### config.mk
export PLATFORM = sky130hd
export DESIGN_NAME = spi_regfile_periph
export DESIGN_NICKNAME = d
export VERILOG_FILES = /design/src/rtl/spi_regfile_periph.sv
export SDC_FILE = /design/constraint.sdc
export NUM_CORES = 1
export LEC_CHECK = 0
export BUFFER_PORTS_ARGS = -buffer_cell sky130_fd_sc_hd__buf_2
export CELL_PAD_IN_SITES_DETAIL_PLACEMENT = 0
export CELL_PAD_IN_SITES_GLOBAL_PLACEMENT = 1
export CORE_UTILIZATION = 25
export CTS_BUF_LIST = sky130_fd_sc_hd__clkbuf_4 sky130_fd_sc_hd__clkbuf_8
export DETAILED_ROUTE_END_ITERATION = 10
export PLACE_DENSITY_LB_ADDON = 0.1
export SLEW_MARGIN = 40
export SYNTH_ARGS = -nofsm -noshare
export SYNTH_HDL_FRONTEND = slang
export SYNTH_SLANG_ARGS = --single-unit
### constraint.sdc
create_clock -name clk -period 1.9 [get_ports clk]
set_input_delay 0.095 -clock clk [delete_from_list [all_inputs] [get_ports clk]]
set_output_delay 0.095 -clock clk [all_outputs]
set_load 0.05 [all_outputs]
### src/rtl/spi_regfile_periph.sv
// SPI mode-0 peripheral fronting a NUM_REGS x DATA_W control register bank.
// Define SPI_READBACK_EN to build the CIPO read path; otherwise CIPO/cipo_oe are tied low.
module spi_regfile_periph #(
    parameter int NUM_REGS   = 5,
    parameter int ADDR_W     = 7,
    parameter int DATA_W     = 8,
    parameter int SYNC_FLOPS = 2
) (
    input  logic                       clk,
    input  logic                       rst_n,
    input  logic                       SCLK,
    input  logic                       COPI,
    input  logic                       nCS,
    output logic                       CIPO,
    output logic                       cipo_oe,
    output logic [NUM_REGS*DATA_W-1:0] regs_out,
    output logic                       wr_strobe,
    output logic [ADDR_W-1:0]          wr_addr,
    output logic                       frame_err
);

    localparam int FRAME_W = 1 + ADDR_W + DATA_W;
    localparam int CNT_W   = $clog2(FRAME_W + 2);
    localparam int WARM_W  = $clog2(SYNC_FLOPS + 1);
    localparam logic [CNT_W-1:0]  CNT_FULL  = CNT_W'(FRAME_W);
    localparam logic [CNT_W-1:0]  CNT_OVER  = CNT_W'(FRAME_W + 1);
    localparam logic [CNT_W-1:0]  CNT_ADDR  = CNT_W'(ADDR_W);
    localparam logic [WARM_W-1:0] WARM_DONE = WARM_W'(SYNC_FLOPS);
    localparam logic [ADDR_W:0]   REGS_LIM  = (ADDR_W + 1)'(NUM_REGS);

    typedef enum logic [1:0] {IDLE, SHIFT, COMMIT} state_t;

    logic [SYNC_FLOPS-1:0] sclk_sync, copi_sync, ncs_sync;
    logic                  sclk_hist, ncs_hist;
    logic                  sclk_s, copi_s, ncs_s;
    logic                  sclk_rise, ncs_rise, ncs_fall;
    logic [WARM_W-1:0]     warm_cnt;
    logic                  armed;
    state_t                state_q, state_d;
    logic [CNT_W-1:0]      bit_cnt;
    logic [FRAME_W-1:0]    shreg;
    logic                  start, shift_en;
    logic                  f_rw;
    logic [ADDR_W-1:0]     f_addr;
    logic [DATA_W-1:0]     f_data;
    logic [DATA_W-1:0]     regs [NUM_REGS];

    // NOTE: sequential state uses non-blocking (<=) so every flop samples pre-edge values.
    always_ff @(posedge clk or negedge rst_n) begin
        if (!rst_n) begin
            sclk_sync <= '0;
            copi_sync <= '0;
            ncs_sync  <= '1;
            sclk_hist <= 1'b0;
            ncs_hist  <= 1'b1;
        end else begin
            sclk_sync <= {sclk_sync[SYNC_FLOPS-2:0], SCLK};
            copi_sync <= {copi_sync[SYNC_FLOPS-2:0], COPI};
            ncs_sync  <= {ncs_sync[SYNC_FLOPS-2:0], nCS};
            sclk_hist <= sclk_s;
            ncs_hist  <= ncs_s;
        end
    end

    assign sclk_s    = sclk_sync[SYNC_FLOPS-1];
    assign copi_s    = copi_sync[SYNC_FLOPS-1];
    assign ncs_s     = ncs_sync[SYNC_FLOPS-1];
    assign sclk_rise = sclk_s & ~sclk_hist;
    assign ncs_rise  = ncs_s & ~ncs_hist;
    assign ncs_fall  = ~ncs_s & ncs_hist & armed;

    // Frames only start once the synchroniser has flushed its reset value and seen nCS high.
    always_ff @(posedge clk or negedge rst_n) begin
        if (!rst_n) begin
            warm_cnt <= '0;
            armed    <= 1'b0;
        end else if (warm_cnt != WARM_DONE) begin
            warm_cnt <= warm_cnt + 1'b1;
        end else if (ncs_s) begin
            armed <= 1'b1;
        end
    end

    always_ff @(posedge clk or negedge rst_n) begin
        if (!rst_n) state_q <= IDLE;
        else        state_q <= state_d;
    end

    assign f_rw   = shreg[FRAME_W-1];
    assign f_addr = shreg[DATA_W +: ADDR_W];
    assign f_data = shreg[DATA_W-1:0];

    // NOTE: every always_comb output gets a default first so no latch can be inferred.
    always_comb begin
        state_d   = state_q;
        wr_strobe = 1'b0;
        frame_err = 1'b0;
        case (state_q)
            IDLE:   if (ncs_fall) state_d = SHIFT;
            SHIFT:  if (ncs_rise) state_d = COMMIT;
            COMMIT: begin
                state_d = IDLE;
                if (bit_cnt == CNT_FULL)
                    wr_strobe = f_rw && ({1'b0, f_addr} < REGS_LIM);
                else if (bit_cnt != '0)
                    frame_err = 1'b1;
            end
            default: state_d = IDLE;
        endcase
    end

    assign start    = (state_q == IDLE) && ncs_fall;
    assign shift_en = (state_q == SHIFT) && sclk_rise && !ncs_s;

    always_ff @(posedge clk or negedge rst_n) begin
        if (!rst_n) begin
            bit_cnt <= '0;
            shreg   <= '0;
        end else if (start) begin
            bit_cnt <= '0;
            shreg   <= '0;
        end else if (shift_en) begin
            shreg <= {shreg[FRAME_W-2:0], copi_s};
            if (bit_cnt != CNT_OVER) bit_cnt <= bit_cnt + 1'b1;
        end
    end

    // NOTE: the bank is a handful of control flops driving pads, so it does carry a reset.
    always_ff @(posedge clk or negedge rst_n) begin
        if (!rst_n) begin
            for (int i = 0; i < NUM_REGS; i++) regs[i] <= '0;
            wr_addr <= '0;
        end else if (wr_strobe) begin
            for (int i = 0; i < NUM_REGS; i++)
                if (f_addr == ADDR_W'(i)) regs[i] <= f_data;
            wr_addr <= f_addr;
        end
    end

    always_comb begin
        for (int i = 0; i < NUM_REGS; i++) regs_out[i*DATA_W +: DATA_W] = regs[i];
    end

`ifdef SPI_READBACK_EN
    logic              sclk_fall, load;
    logic [ADDR_W-1:0] rd_addr;
    logic [DATA_W-1:0] rd_data;
    logic [DATA_W:0]   out_sh;

    assign sclk_fall = ~sclk_s & sclk_hist;
    assign rd_addr   = {shreg[ADDR_W-2:0], copi_s};
    assign load      = shift_en && (bit_cnt == CNT_ADDR) && !shreg[ADDR_W-1];

    always_comb begin
        rd_data = '0;
        for (int i = 0; i < NUM_REGS; i++)
            if (rd_addr == ADDR_W'(i)) rd_data = regs[i];
    end

    // Leading zero pad: the falling edge after the last address bit puts the data MSB on CIPO.
    always_ff @(posedge clk or negedge rst_n) begin
        if (!rst_n)
            out_sh <= '0;
        else if (start)
            out_sh <= '0;
        else if (load)
            out_sh <= {1'b0, rd_data};
        else if ((state_q == SHIFT) && sclk_fall && !ncs_s)
            out_sh <= {out_sh[DATA_W-1:0], 1'b0};
    end

    assign cipo_oe = ~ncs_s;
    assign CIPO    = out_sh[DATA_W] & ~ncs_s;
`else
    assign cipo_oe = 1'b0;
    assign CIPO    = 1'b0;
`endif

endmodule

[After elaboration in Yosys (flattened, before gate mapping)]
Cells that the tools add are included.
Storage, ports and cells
  input bits: 5
  logic and storage cells: 69
  register bits after elaboration: 81
Cells by class
  reductions and logical operators: 18
  muxes and demuxes: 13
  eq/ne operators: 11
  add/subtract/negate cells: 2
  bitwise logic cells: 8
  $lt $le $gt $ge: 1
Operators with widths (count)
  $mux W16: 2
  $reduce_and A2 Y1: 8
  $mux W5: 3
  $eq A7 B2 Y1 const B: 2
  $eq A7 B1 Y1 const B: 1
  $eq A7 B3 Y1 const B: 1
  $logic_not A7 Y1: 1
  $lt A7 B3 Y1 const B: 1
  $ne A2 B2 Y1 const B: 3
  $add A5 B1 Y5 const B: 1
  $eq A5 B5 Y1 const B: 1
  $mux W1: 5
  $ne A5 B5 Y1 const B: 1
  $reduce_bool A5 Y1: 1
  $and A1 B1 Y1: 4
  $logic_and A1 B1 Y1: 4
  $mux W2: 2
  $not A1 Y1: 4
  $pmux W2 S2: 1
  $reduce_bool A2 Y1: 2
  $add A2 B1 Y2 const B: 1
  $eq A2 B1 Y1 const B: 1
  $eq A2 B2 Y1 const B: 1
  $logic_not A2 Y1: 1
  $logic_not A1 Y1: 1

[Logic depth before layout (Yosys ltp)]
  depth after elaboration: 6
  mapped depth: 7
  mapped depth without buffers: 6

[Worst setup path after synthesis]
OpenSTA, ideal clock, no wires.
  path type: reg-to-reg
  start point: register bit_cnt[0]
  end point: register regs, in the netlist regs_out[0]
  cell stages (with the launch flop): 8
  arrival time: 1787 ps
  setup slack: -12 ps
  clock period less this slack: 1912 ps
  required time: 1775 ps
  path through: dfrtp_1 -> inv_1 -> ha_1 -> nor3b_4 -> nand4_4 -> or3_1 -> buf_6 -> mux2_4
Between the ends
  longest elaborated chain between the ends: 4
RTL lines
  from (decl): RTL line 40  | logic [CNT_W-1:0] bit_cnt;
  from (signal assigned): RTL line 124  | if (bit_cnt != CNT_OVER) bit_cnt <= bit_cnt + 1'b1;
  $eq A5 B5 Y1: RTL line 103  | if (bit_cnt == CNT_FULL)
  $mux W1: RTL line 103
  $mux W1: RTL line 98  | case (state_q)
  $reduce_and A2 Y1 (no source line)
  to (signal, indexed assignment): RTL line 135  | if (f_addr == ADDR_W'(i)) regs[i] <= f_data;
  to (decl): RTL line 46  | logic [DATA_W-1:0] regs [NUM_REGS];
Every way passes these cells.
A chain may end at the register's enable or synchronous reset.

[Worst setup path in the final report]
  start point: register bit_cnt[0]
  end point: output wr_strobe
Between the ends
  longest elaborated chain between the ends: 3
RTL lines
  $eq A5 B5 Y1: RTL line 103
  $mux W1: RTL line 103
  $mux W1: RTL line 98
  to (decl): RTL line 17  | output logic wr_strobe,
Every way passes these cells.

==> impl_metrics.env <==
export IMPL_status="complete, but fails checks"
export IMPL_violations="setup timing"
export IMPL_switchingPower_w=0.000790
export IMPL_power_frac_clock_pct=36.3
export IMPL_die_w_um=116
export IMPL_routabilityCongestion=0.661
export IMPL_yosys_cell_types_count=41
export IMPL_r2r_start="bit_cnt[0]$_DFFE_PN0P_"
export IMPL_core_sq_um=12700
export IMPL_synthTopCellsByArea="dfrtp_1, mux2_2, mux2_4"
export IMPL_die_area_sq_um=13500
export IMPL_dr_pass1_iters=4
export IMPL_fin_crit_sh_pct=106
export IMPL_p_seq_share_pct=54.6
export IMPL_crit_fanout=5
export IMPL_cp_required_ns=1.80
export IMPL_grt_max_degree=47
export IMPL_diodes=0
export IMPL_p_per_area_nw_per_um2=757
export IMPL_rrSetupSlack_ns=-0.10
export IMPL_fin_ws_ns=-0.108
export IMPL_yosysTopAreaCellShare_pct=60.0
export IMPL_ant_nets=0
export IMPL_initialDrtViolationCount=69
export IMPL_yosysWarnings=0
export IMPL_layout_common_cells="dfrtp_1, buf_2, mux2_4"
export IMPL_clockBufferDepth=2
export IMPL_finalCriticalPeriod_ns=2.01
export IMPL_ir_drop_mv=0.250
export IMPL_numPortBuffers=53
export IMPL_hold_viol=0
export IMPL_netlist_top_cell_by_area="dfrtp_1"
export IMPL_reg2reg_depth=8
export IMPL_fin_skew_ns=0.00881
export IMPL_p_comb_share_pct=9.2
export IMPL_rows=41
export IMPL_crit_start="bit_cnt[0]$_DFFE_PN0P_"
export IMPL_routed_wl_um=7260
export IMPL_vias_per_cell=4.15
export IMPL_final_cells=482
export IMPL_dp_cells=460
export IMPL_layout_commonest_cell="dfrtp_1"
export IMPL_fmax_mhz=498
export IMPL_cts_buffers=9
export IMPL_wl_per_cell_um=15.1
export IMPL_place_area_sq_um=3930
export IMPL_clk_pin_slew_ns=0.08
export IMPL_htreeDepth=3
export IMPL_worstSetupEndpointType="output port"
export IMPL_clk_latency_ns=0.36
export IMPL_root_buffer="clkbuf_8"
export IMPL_setup_viol=33
export IMPL_fp_dieH_um=116
export IMPL_internal_power_w=0.00250
export IMPL_final_area_sq_um=4340
export IMPL_tritoncts="done"
export IMPL_finalSetupTns_ns=-2.25
export IMPL_nets=317
export IMPL_final_max_slew_viol_count=0
export IMPL_grt_pass1_wl_um=11700
export IMPL_ioPinCount=56
export IMPL_grt_pass1_vias=2045
export IMPL_cts_sinks=81
export IMPL_synth_area_sq_um=3250
export IMPL_avgSynthCellArea_sq_um=15.0
export IMPL_syn_inst=216
export IMPL_cp_endpoint="wr_strobe"
export IMPL_layout_area_overhead_vs_synth_pct=33.4
export IMPL_rsz0062_at_grt="true"
export IMPL_synth_seq_cells=81
export IMPL_drc=0
export IMPL_detailed_place_hpwl_um=4650
export IMPL_drive_gt1_share_pct=52.9
export IMPL_start_kind="flop"
export IMPL_gr_total_overflow=0
export IMPL_antenna_found_initial=0
export IMPL_num_vias=2002
export IMPL_reg2reg_to="regs_out[5]$_DFFE_PN0P_"
export IMPL_synth_seq_area_share_pct=62.5
export IMPL_hold_class="in2async"
export IMPL_crit_type="reg2out"
export IMPL_arrival_ns=1.91
export IMPL_p_leak_nw=2.21
export IMPL_cap_violations=0
export IMPL_power_switching_fraction_pct=24.0
export IMPL_start_util_pct=25.7
export IMPL_grt_usage_pct=12.0
## cells in the mapped netlist
cell type  instances
xor2_1             2
o21ai_0            4
nand4_4            1
a22o_1            12
buf_6              2
and3b_2            1
nor2_1             6
nor4b_1            3
nor2b_1            1
and2b_2            2
clkbuf_1           1
nand3_1            5
buf_4              4
nand4bb_1          1
clkbuf_8           1
conb_1             1
ha_1               4
nand2_1            4
a22o_2             4
mux2_4             8
dfrtp_1           78
a211o_1            1
nand3b_1           1
or3_1              1
nor2_2             1
a21o_1             1
xnor2_1            2
nor4_4             1
and3_1             2
nor3b_4            3
mux2_2            32
a21oi_1            5
a2bb2oi_1          2
buf_2              1
dfstp_2            3
clkbuf_4           1
and2_1             5
nand3_2            1
and4b_1            1
inv_1              6
nor3_1             1
## power by group through the flow
stage                     clock network, W  registers [W]  logic, W
after floorplan                          0        0.00182  0.000118
after global placement                   0        0.00182  0.000252
after detailed placement                 0        0.00182  0.000249
after CTS                          0.00126        0.00179  0.000267
after global routing               0.00132        0.00180  0.000332
final                              0.00119        0.00179  0.000302
## through the flow
stage                     utilization (%)  total power (W)  setup WS (ns)  hold slack (ns)
after CTS                            33.3          0.00332         -0.195            0.237
after global routing                 34.2          0.00345         -0.234            0.260
after global placement               31.0          0.00207        -0.0179            0.100
after detailed placement             31.0          0.00207        -0.0433            0.101
final                                34.2          0.00328         -0.108            0.230
after floorplan                         -          0.00194        0.00144           -0.201
## flip-flops by register name, indices dropped and copies added, names as in the netlist
| register | flops |
|---|---|
| regs_out | 40 |
| shreg | 16 |
| wr_addr | 7 |
| bit_cnt | 5 |
| copi_sync | 2 |
| ncs_sync | 2 |
| sclk_sync | 2 |
| state_q | 2 |
| warm_cnt | 2 |
| armed | 1 |
| ncs_hist | 1 |
| sclk_hist | 1 |
## cell families after synthesis
family	share of synthesized area (%)
AO/OA/AOI/OAI	6.89
XOR/XNOR	1.08
adder cells (fa/ha/maj)	1.54
buffers and inverters	3.23
flip-flops	62.5
multiplexers	14.8
other	0.115
AND/OR/NAND/NOR	9.89
## per-layer routing
| metal | global-route usage (%) | up-vias | share of wire [%] |
|---|---|---|---|
| li1 | - | 945 | - |
| met1 | 16.9 | 1009 | 50 |
| met2 | 16.4 | 36 | 44 |
| met3 | 2.98 | 12 | 3.1 |
| met4 | 7.18 | 0 | 2.5 |
| met5 | 0 | - | 0 |
## critical path, stage by stage, from the launching register on
cell     delay, ns
dfrtp_1       0.39
inv_2         0.09
ha_4          0.13
nor3b_4       0.19
buf_4         0.14
and4b_2       0.25
buf_6         0.11
nand2_4       0.05
inv_2         0.07
buf_8         0.13
## layout make-up
| class | instances | area (sq um) |
|---|---|---|
| clock buffers | 9 | 124 |
| clock inverters | 4 | 47.5 |
| fillers | 1275 | 8330 |
| inverters | 6 | 22.5 |
| multi-input cells | 120 | 1250 |
| flip-flops and latches | 81 | 2030 |
| well taps | 172 | 215 |
| repair buffers | 90 | 651 |
## repair_timing
item,4_1_cts,5_1_grt
gates resized for setup,19,25
endpoints found under the hold margin,35,0
setup buffers,2,3
hold buffers,4,0
pin swaps,1,2
setup endpoints to repair,33,44
## worst min path at each step
stage	start	endpoint	slack [ns]	depth (start not counted)
floorplan	rst_n	armed$_DFFE_PN0P_	-0.20	0
global placement	rst_n	regs_out[6]$_DFFE_PN0P_	0.10	1
detailed placement	rst_n	regs_out[6]$_DFFE_PN0P_	0.10	1
CTS	rst_n	regs_out[6]$_DFFE_PN0P_	0.24	2
global route	rst_n	regs_out[6]$_DFFE_PN0P_	0.26	2
finish	rst_n	regs_out[6]$_DFFE_PN0P_	0.23	2
Power figures use the tool's default switching activity.
